==> src/rtl/seg7_rx_decoder.sv <==
// Seven-segment receive decoder: synchronise, debounce, decode to hex, valid/ready out.
// Latency: STABLE_CYCLES+3 edges from a stable pattern to out_valid/code_err.
// Backpressure: one-entry holding register; a new value replaces an unconsumed one and pulses overrun.
// Optional feature macro: SEG7_RX_ERRCNT_EN (saturating error counter on err_count).
module seg7_rx_decoder #(
    parameter int unsigned STABLE_CYCLES  = 4,
    parameter bit          SEG_ACTIVE_LOW = 1'b0
) (
    input  logic       clk,
    input  logic       rst_n,
    input  logic       seg_a,
    input  logic       seg_b,
    input  logic       seg_c,
    input  logic       seg_d,
    input  logic       seg_e,
    input  logic       seg_f,
    input  logic       seg_g,
    output logic [3:0] out_data,
    output logic       out_valid,
    input  logic       out_ready,
    output logic       code_err,
    output logic       overrun,
    output logic [7:0] err_count
);

    localparam logic [7:0] CNT_MAX = 8'(STABLE_CYCLES);
    localparam logic [7:0] ACC_AT  = 8'(STABLE_CYCLES - 1);
    localparam logic [6:0] BLANK   = 7'b0000000;

    typedef enum logic {
        TRACK = 1'b0,
        PEND  = 1'b1
    } state_t;

    typedef struct packed {
        logic       hit;
        logic [3:0] val;
    } glyph_t;

    function automatic glyph_t glyph_lookup(input logic [6:0] p);
        glyph_t g;
        g.hit = 1'b1;
        g.val = 4'h0;
        case (p)
            7'b1111110: g.val = 4'h0;
            7'b0110000: g.val = 4'h1;
            7'b1101101: g.val = 4'h2;
            7'b1111001: g.val = 4'h3;
            7'b0110011: g.val = 4'h4;
            7'b1011011: g.val = 4'h5;
            7'b1011111: g.val = 4'h6;
            7'b1110000: g.val = 4'h7;
            7'b1111111: g.val = 4'h8;
            7'b1111011: g.val = 4'h9;
            7'b1110111: g.val = 4'hA;
            7'b0011111: g.val = 4'hB;
            7'b1001110: g.val = 4'hC;
            7'b0111101: g.val = 4'hD;
            7'b1001111: g.val = 4'hE;
            7'b1000111: g.val = 4'hF;
            default:    g.hit = 1'b0;
        endcase
        return g;
    endfunction

    logic [6:0] seg_raw;
    logic [6:0] sync1_q;
    logic [6:0] sync2_q;
    logic [6:0] s;
    logic [6:0] prev_q;
    logic [7:0] cnt_q;
    logic [6:0] last_pat_q;
    logic       accept;
    glyph_t     glyph;

    logic       acc_vld_q;
    logic       acc_err_q;
    logic [3:0] acc_dat_q;

    state_t     state_q;
    state_t     state_d;
    logic       overrun_d;
    logic [3:0] out_data_q;
    logic       code_err_q;
    logic       overrun_q;

    assign seg_raw = {seg_a, seg_b, seg_c, seg_d, seg_e, seg_f, seg_g};
    assign s       = sync2_q ^ {7{SEG_ACTIVE_LOW}};

    always_ff @(posedge clk or negedge rst_n) begin
        if (!rst_n) begin
            sync1_q <= '0;
            sync2_q <= '0;
        end else begin
            sync1_q <= seg_raw;
            sync2_q <= sync1_q;
        end
    end

    // prev_q holds the sample the counter has been matching, so it is the stable pattern at accept time.
    always_ff @(posedge clk or negedge rst_n) begin
        if (!rst_n) begin
            prev_q <= '0;
            cnt_q  <= '0;
        end else begin
            prev_q <= s;
            if (s == prev_q) begin
                if (cnt_q != CNT_MAX) begin
                    cnt_q <= cnt_q + 8'd1;
                end
            end else begin
                cnt_q <= '0;
            end
        end
    end

    assign accept = (cnt_q == ACC_AT) && (prev_q != last_pat_q);
    assign glyph  = glyph_lookup(prev_q);

    always_ff @(posedge clk or negedge rst_n) begin
        if (!rst_n) begin
            last_pat_q <= BLANK;
            acc_vld_q  <= 1'b0;
            acc_err_q  <= 1'b0;
            acc_dat_q  <= '0;
        end else begin
            acc_vld_q <= 1'b0;
            acc_err_q <= 1'b0;
            if (accept) begin
                last_pat_q <= prev_q;
                if (prev_q != BLANK) begin
                    acc_vld_q <= glyph.hit;
                    acc_err_q <= !glyph.hit;
                    acc_dat_q <= glyph.val;
                end
            end
        end
    end

    // A same-cycle consume frees the slot, so only an unconsumed pending value counts as overrun.
    always_comb begin
        state_d   = state_q;
        overrun_d = 1'b0;
        case (state_q)
            TRACK: begin
                if (acc_vld_q) begin
                    state_d = PEND;
                end
            end
            PEND: begin
                if (acc_vld_q) begin
                    state_d   = PEND;
                    overrun_d = !out_ready;
                end else if (out_ready) begin
                    state_d = TRACK;
                end
            end
            default: state_d = TRACK;
        endcase
    end

    always_ff @(posedge clk or negedge rst_n) begin
        if (!rst_n) begin
            state_q    <= TRACK;
            out_data_q <= '0;
            code_err_q <= 1'b0;
            overrun_q  <= 1'b0;
        end else begin
            state_q    <= state_d;
            code_err_q <= acc_err_q;
            overrun_q  <= overrun_d;
            if (acc_vld_q) begin
                out_data_q <= acc_dat_q;
            end
        end
    end

    assign out_data  = out_data_q;
    assign out_valid = (state_q == PEND);
    assign code_err  = code_err_q;
    assign overrun   = overrun_q;

`ifdef SEG7_RX_ERRCNT_EN
    logic [7:0] err_cnt_q;

    always_ff @(posedge clk or negedge rst_n) begin
        if (!rst_n) begin
            err_cnt_q <= '0;
        end else if ((acc_err_q || overrun_d) && (err_cnt_q != 8'hFF)) begin
            err_cnt_q <= err_cnt_q + 8'd1;
        end
    end

    assign err_count = err_cnt_q;
`else
    assign err_count = 8'h00;
`endif

endmodule

==> config.mk <==
export PLATFORM = sky130hd
export DESIGN_NAME = seg7_rx_decoder
export DESIGN_NICKNAME = d
export VERILOG_FILES = /design/src/rtl/seg7_rx_decoder.sv
export SDC_FILE = /design/constraint.sdc
export NUM_CORES = 1
export LEC_CHECK = 0
export ABC_AREA = 1
export BUFFER_PORTS_ARGS = -buffer_cell sky130_fd_sc_hd__buf_2
export CORE_ASPECT_RATIO = 0.6
export CORE_MARGIN = 3
export CORE_UTILIZATION = 63
export DETAILED_ROUTE_END_ITERATION = 10
export PLACE_DENSITY = 0.84
export SLEW_MARGIN = 10
export SYNTH_ARGS = -nofsm -noshare
export SYNTH_HDL_FRONTEND = slang
export SYNTH_SLANG_ARGS = --single-unit
==> constraint.sdc <==
create_clock -name clk -period 2.2 [get_ports clk]
set_input_delay 0.11 -clock clk [delete_from_list [all_inputs] [get_ports clk]]
set_output_delay 0.11 -clock clk [all_outputs]
set_load 0.005 [all_outputs]
==> summary.md, run 1 <==
| Metric | Value |
|---|---|
| Initial antenna violation count | 0 |
| Post-synth EDFFs | 0 |
| CTS Root Cell | clkbuf_8 |
| Boundary Pins | 25 |
| Final setup TNS | 0 ns |
| Area grow syn2layout | 8.929% |
| FILL cells | 290 |
| Post-DP Area | approximately 2500 sq um |
| RSZ-0062 raised after global routing | no |
| Most common cell after layout, fill and taps aside | nand2_1 |
| CP Class | flip-flop to flip-flop |
| Crit Path Max Fanout | 9 |
| Seq cells post-synth | 49 |
| Post-cts sizing count | 0 |
| Multi-input logic area | roughly 1000 sq um |
| Share of cells above drive strength 1 | between 10 and 15% |
| Worst R2R Path Depth | 4 |
| Final Cycle Share | 74.91% |
| Setup-violating endpoint count in the final report | 0 |
| Min-Delay Path Class | primary input to asynchronous set/reset pin |
| Vias in the first global route | between 1500 and 2000 |
| RR Endpoint | cnt_q[6] |
| Row count | 17 |
| WL final | approximately 5.1 mm |
| Clk_skew | roughly 0.0052 ns |
| # nets final | 351 |
| Final hold violations | 0 |
| Worst skew pair latency | ~0.30 ns |
| CP bufs+invs | 0 |
| # port buffers | 16 |
| Initial Utilization | 67.00% |
| CP max-delay cell | dfrtp_1 |
| Final instance area | 2748 sq um |
| Critical path's top delay family | simple AND/OR/NAND/NOR gates |
| Number of buffers created by CTS | 5 |
| Pins Over Slew Limit | 0 |
| Worst-case clock buffer depth | 2 |
| Worst path arrival time | about 1.9 ns |
| Pwr/cell area | 626.8 nW/um^2 |
| Max frequency | 606.8 MHz |
| Worst path required time | ~2.4 ns |
| Avg WL per Cell | approximately 13 um |
| Initial DRC count | between 100 and 150 |
| Storage cell area | about 1200 sq um |
| Die footprint | slightly below 5000 sq um |
| Sequential-to-total area share from yosys stat | between 40% and 50% |
| Antenna diodes | 0 |
| Gpl congestion | 1.005 |
| Die W | 87.69 um |
| Status | finished, final reports clean |
| Mapped cell area | between 2000 and 3000 sq um |
| Synth warn | 0 |
| Via density | between 5 and 6 |
| CP Capture Type | flip-flop |
| Gate count after technology mapping | 315 |
| Synth Area per Inst | 8.008 sq um |
| Largest net degree at the start of global routing | 30 |
| Core ar. | ~3800 sq um |
| Postcts setup bufs | 0 |
| Cell Chain, Critical Path | xor2_1, nor3_1, nand2_1, nor3_1 |
| Total power | about 0.0017 W |
| Crit path largest cell delay | 0.52 ns |
| CP startpoint kind | flip-flop |
| Post-CTS Hold Fix Bufs | 9 |
| Clk sinks | 49 |
| Detailed-placement wirelength estimate | about 3.7 mm |
| Congestion Overflow GR | 0 |
| Synth async-reset ratio | between 90% and 100% |
| H-tree levels | 2 |
| Number of max-cap violations | 0 |
| Main synth FF type | dfrtp_1 |
| Maximum vdd drop | around 460 uV |
| Placed instance count | between 300 and 400 |
| DR pass1 iterations | 6 |
| Fin crit period | roughly 1.6 ns |
| Worst r2r src | prev_q[5] |
| Vias | slightly above 2000 |
| Layout Cells excl Fill | between 300 and 400 |
| CTS tree | yes |
| DRC | 0 |
| First-pass GRT wire length | 8.238 mm |
| CP dominant cell by count | nor3_1 |
| Yosys cell types | 28 |
| Remaining antenna violation count | 0 |
| Core Util, Final | about 73% |
| All-Layer GR Usage | between 20% and 30% |
| Worst R2R Setup Slack | 0.55 ns |
| Die Ht | between 50 and 60 um |
| Clock-pin slew on the worst setup and hold paths | around 0.080 ns |
| Leakage power | between 1 and 1.5 nW |
| Commonest cells after routing, fill and taps aside | nand2_1, dfrtp_1, nor2_1, inv_1, nand3_1 |
==> worst register-to-register path, stage by stage, from the launching register on <==
cell and delay [ns]:
dfrtp_1 0.52, xor2_1 0.22, nor3_1 0.34, nand2_1 0.26, nor3_1 0.22
==> cell families (layout without fill, tap and decap cells) <==
logic type | after synthesis | after routing | synth area share [%]
and+or+nand+nor | 193 | 193 | 32.99
DFF | 49 | 49 | 48.61
buffers and inverters | 49 | 67 | 11.31
AOI/OAI and AO/OA | 12 | 12 | 2.827
xor gates and xnor gates | 9 | 9 | 3.125
adders and majority gates | 2 | 2 | 0.9919
other | 1 | 8 | 0.1487
==> per-layer routing <==
metal / vias to the layer above / track usage, % / wire (um)
met2: 90 / 34.13 / 2110
li1: 1004 / - / -
met3: 15 / 7.988 / 454
met4: 0 / 7.653 / 89
met1: 927 / 32.02 / 2409
met5: - / 0 / 0
==> how the worst max path moves through the flow <==
stage / slack [ns] / to / depth (start not counted) / start
2_1_floorplan: 0.85 / last_pat_q[4] / 7 / cnt_q[0]
3_3_place_gp: 0.66 / cnt_q[0] / 4 / prev_q[5]
3_5_place_dp: 0.53 / cnt_q[6] / 4 / prev_q[5]
4_1_cts: 0.50 / cnt_q[6] / 4 / prev_q[5]
5_1_grt: 0.35 / cnt_q[6] / 4 / prev_q[6]
6_report: 0.55 / cnt_q[6] / 4 / prev_q[5]
==> final cells by class <==
type	instances	share of cell area, %
clock buffers	7	3.142
clock inverters	1	1.093
inverters	33	4.781
multi-input cells	224	37.75
flip-flops and latches	49	44.63
well taps	47	2.140
repair buffers	26	6.466
==> per-stage QoR <==
stage	hold slack [ns]	setup slack, ns
6_report	0.2810	0.5519
5_1_grt	0.3214	0.3506
4_1_cts	0.2932	0.5006
3_5_place_dp	0.09104	0.5310
3_3_place_gp	0.08665	0.6628
2_1_floorplan	-0.1856	0.8528
==> power breakdown <==
part	leakage (nW)	switching (W)	internal [W]
combinational	0.708	0.0000744	0.0000421
sequential	0.636	0.0000259	0.000919
clock	0.0585	0.000290	0.000371
==> cells in the mapped netlist, types with 4 or more instances <==
cell     instances  share of area, %
xor2_1           6               2.1
inv_1           25               3.7
buf_6            7               3.1
nand2_2          4              0.99
dfrtp_1         49                49
buf_4            8               2.4
inv_2            5              0.74
nor2_1          48               7.1
nand2_1         97                14
o21ai_1          4              0.79
nand3_1         22               4.4
nor3_1          10               2.0
==> state kept, by name (all words and copies together), names as in the netlist <==
register and cells:
overrun 1, prev_q 7, s 7, sync1_q 7, out_valid 1, cnt_q 8, acc_err_q 1, acc_dat_q 4
last_pat_q 7, out_data 4, code_err 1, acc_vld_q 1
Note: power is estimated with default switching activity, not from simulation.
==> run 2, diff against run 1 <==
--- a/config.mk
+++ b/config.mk
@@ -9,9 +9,9 @@
 export BUFFER_PORTS_ARGS = -buffer_cell sky130_fd_sc_hd__buf_2
 export CORE_ASPECT_RATIO = 0.6
 export CORE_MARGIN = 3
-export CORE_UTILIZATION = 63
+export CORE_UTILIZATION = 53
 export DETAILED_ROUTE_END_ITERATION = 10
-export PLACE_DENSITY = 0.84
+export PLACE_DENSITY = 0.76
 export SLEW_MARGIN = 10
 export SYNTH_ARGS = -nofsm -noshare
 export SYNTH_HDL_FRONTEND = slang
==> constraint.sdc (replaced) <==
create_clock -name clk -period 1.35 [get_ports clk]
set_input_delay 0.0675 -clock clk [delete_from_list [all_inputs] [get_ports clk]]
set_output_delay 0.0675 -clock clk [all_outputs]
set_load 0.005 [all_outputs]
==> run 2 against run 1 <==
The flow now finishes with violations (negative setup slack); sequential power increased by 63%; critical path depth up 6; worst setup slack got worse by 0.69 ns; count of clock-buffer cells in the layout decreased by 2; final area is 25% higher; non-clock buffer count up 43; critical endpoint is now acc_dat_q[1].
==> summary.md, run 2 (synthesis gave the netlist of run 1 again) <==
| Metric | Value |
|---|---|
| Leakage power | roughly 1.7 nW |
| Top reg by flops | cnt_q |
| WL final | between 6 and 7 mm |
| Remaining antenna violation count | 0 |
| Worst path arrival time | approximately 1.7 ns |
| Avg WL per Cell | between 10 and 15 um |
| Most common cell after layout, fill and taps aside | nand2_1 |
| Share of cells above drive strength 1 | around two fifths |
| Worst-case clock buffer depth | 2 |
| Die Ht | 59.44 um |
| Clk_skew | 0.006746 ns |
| Detailed-placement wirelength estimate | 4.141 mm |
| CP Class | flip-flop to flip-flop |
| Initial Utilization | between 50% and 60% |
| CP dominant cell by count | nand2_1 |
| # port buffers | 16 |
| CP max-delay cell | dfrtp_2 |
| Core ar. | about 4300 sq um |
| Via density | just over 5 |
| Critical path's top delay family | simple AND/OR/NAND/NOR gates |
| DR pass1 iterations | 5 |
| First-pass GRT wire length | approximately 10 mm |
| Worst skew pair latency | about 0.32 ns |
| Fin worst setup slack | -0.1347 ns |
| Pins Over Slew Limit | 0 |
| Die W | between 90 and 100 um |
| Clock-pin slew on the worst setup and hold paths | 0.10 ns |
| All-Layer GR Usage | 24.84% |
| Crit Path Max Fanout | 5 |
| Fin crit period | between 1 and 1.5 ns |
| Commonest cells after routing, fill and taps aside | nand2_1, dfrtp_1, buf_4, nor2_1, inv_1 |
| Setup-violating endpoint count in the final report | 21 |
| Initial antenna violation count | 0 |
| Largest net degree at the start of global routing | 35 |
| Maximum vdd drop | approximately 800 uV |
| FILL cells | around 290 |
| Total power | between 0.002 and 0.003 W |
| Cell Chain, Critical Path | buf_6, inv_6, nand2_4, nor2_4, nand2_2, nand2_1, nor2_1, nand2_1, nand3_1, nand2_1 |
| Final hold violations | 0 |
| Final Cycle Share | 110.0% |
| Number of buffers created by CTS | 5 |
| Violated checks | negative setup slack |
| Number of max-cap violations | 0 |
| Vias in the first global route | around 2100 |
| Area grow syn2layout | 36.31% |
| # nets final | approximately 400 |
| Max reg flops | 8 |
| Gpl congestion | 1.094 |
| Crit path largest cell delay | approximately 0.5 ns |
| CP Capture Type | flip-flop |
| Worst path required time | roughly 1.6 ns |
| CP bufs+invs | 2 |
| Hold WS | 0.1920 ns |
| Die footprint | around 5600 sq um |
| Boundary Pins | 25 |
| Min-Delay Path Class | primary input to asynchronous set/reset pin |
| Pwr/cell area | between 800 and 900 nW/um^2 |
| RSZ-0062 raised after global routing | yes |
| Status | complete, but fails checks |
| CP startpoint kind | flip-flop |
| CTS Root Cell | clkbuf_8 |
| DP Worst Slack | -0.1926 ns |
| Max frequency | 673.5 MHz |
| Clk sinks | just under 50 |
| CTS tree | yes |
| Vias | about 2300 |
| Row count | 18 |
| H-tree levels | 2 |
| Initial DRC count | around 230 |
| Congestion Overflow GR | 0 |
| DRC | 0 |
| Antenna diodes | 0 |
-- run 2: power by group --
| part | switching, W | internal, W | leakage [nW] | total (W) |
|---|---|---|---|---|
| Sequential | 0.0000389 | 0.00150 | 0.630 | 0.00154 |
| Clock | 0.000552 | 0.000388 | 0.0506 | 0.000940 |
| Combinational | 0.000187 | 0.000151 | 1.03 | 0.000338 |
-- run 2: metrics by stage --
step                      cells  utilization [%]  setup TNS [ns]  instance area, sq um
final                       444            79.10          -1.449                  3438
after global routing        444            79.10          -2.952                  3438
after CTS                   438            74.21         -0.4287                  3226
after detailed placement    412            64.13          -2.466                  2788
after global placement      412            64.13          -1.877                  2788
after floorplan             322                -               0                  2549
-- run 2: area by class of cell --
class                           count  area, sq um  share of cell area (%)
Timing Repair Buffer               69        535.5                   15.57
Inverter                           33        143.9                   4.185
Clock inverter                      3        28.78                  0.8370
Tap cell                           60        75.07                   2.183
Clock buffer                        5        68.82                   2.001
Sequential cell                    49         1234                   35.88
Multi-Input combinational cell    225         1353                   39.34
-- run 2: final timing paths --
kind,startpoint,to,slack [ns],cells past startpoint
max,prev_q[4],acc_dat_q[1],-0.13,10
min,rst_n,last_pat_q[1],0.19,2
max reg2reg,prev_q[4],acc_dat_q[1],-0.13,10
min reg2reg,sync1_q[6],s[6],0.36,0
max in group asynchronous,rst_n,prev_q[5],0.65,3
min in group clk,sync1_q[6],s[6],0.36,0
-- run 2: metal layers --
| layer | vias to the layer above | global-route usage (%) | wire length, um |
|---|---|---|---|
| li1 | 1097 | - | - |
| met1 | 1039 | 36.71 | 2944 |
| met3 | 15 | 6.726 | 576 |
| met5 | - | 0 | 0 |
| met4 | 0 | 6.982 | 107 |
| met2 | 119 | 36.02 | 2783 |
-- run 2: worst reg2reg max path: stages (launching register included) --
cell and delay (ns):
dfrtp_2 0.51, buf_6 0.16, inv_6 0.06, nand2_4 0.05
nor2_4 0.18, nand2_2 0.11, nand2_1 0.08, nor2_1 0.05
nand2_1 0.06, nand3_1 0.08, nand2_1 0.09
-- run 2: what timing repair did --
| item | CTS | global route |
|---|---|---|
| endpoints found under the setup margin | 21 | 21 |
| endpoints found under the hold margin | 24 | 0 |
| pin swaps | 23 | 23 |
| gates resized for setup | 44 | 50 |
| cloned | 1 | 0 |
| hold buffers | 9 | 0 |
| buffers inserted | 8 | 6 |
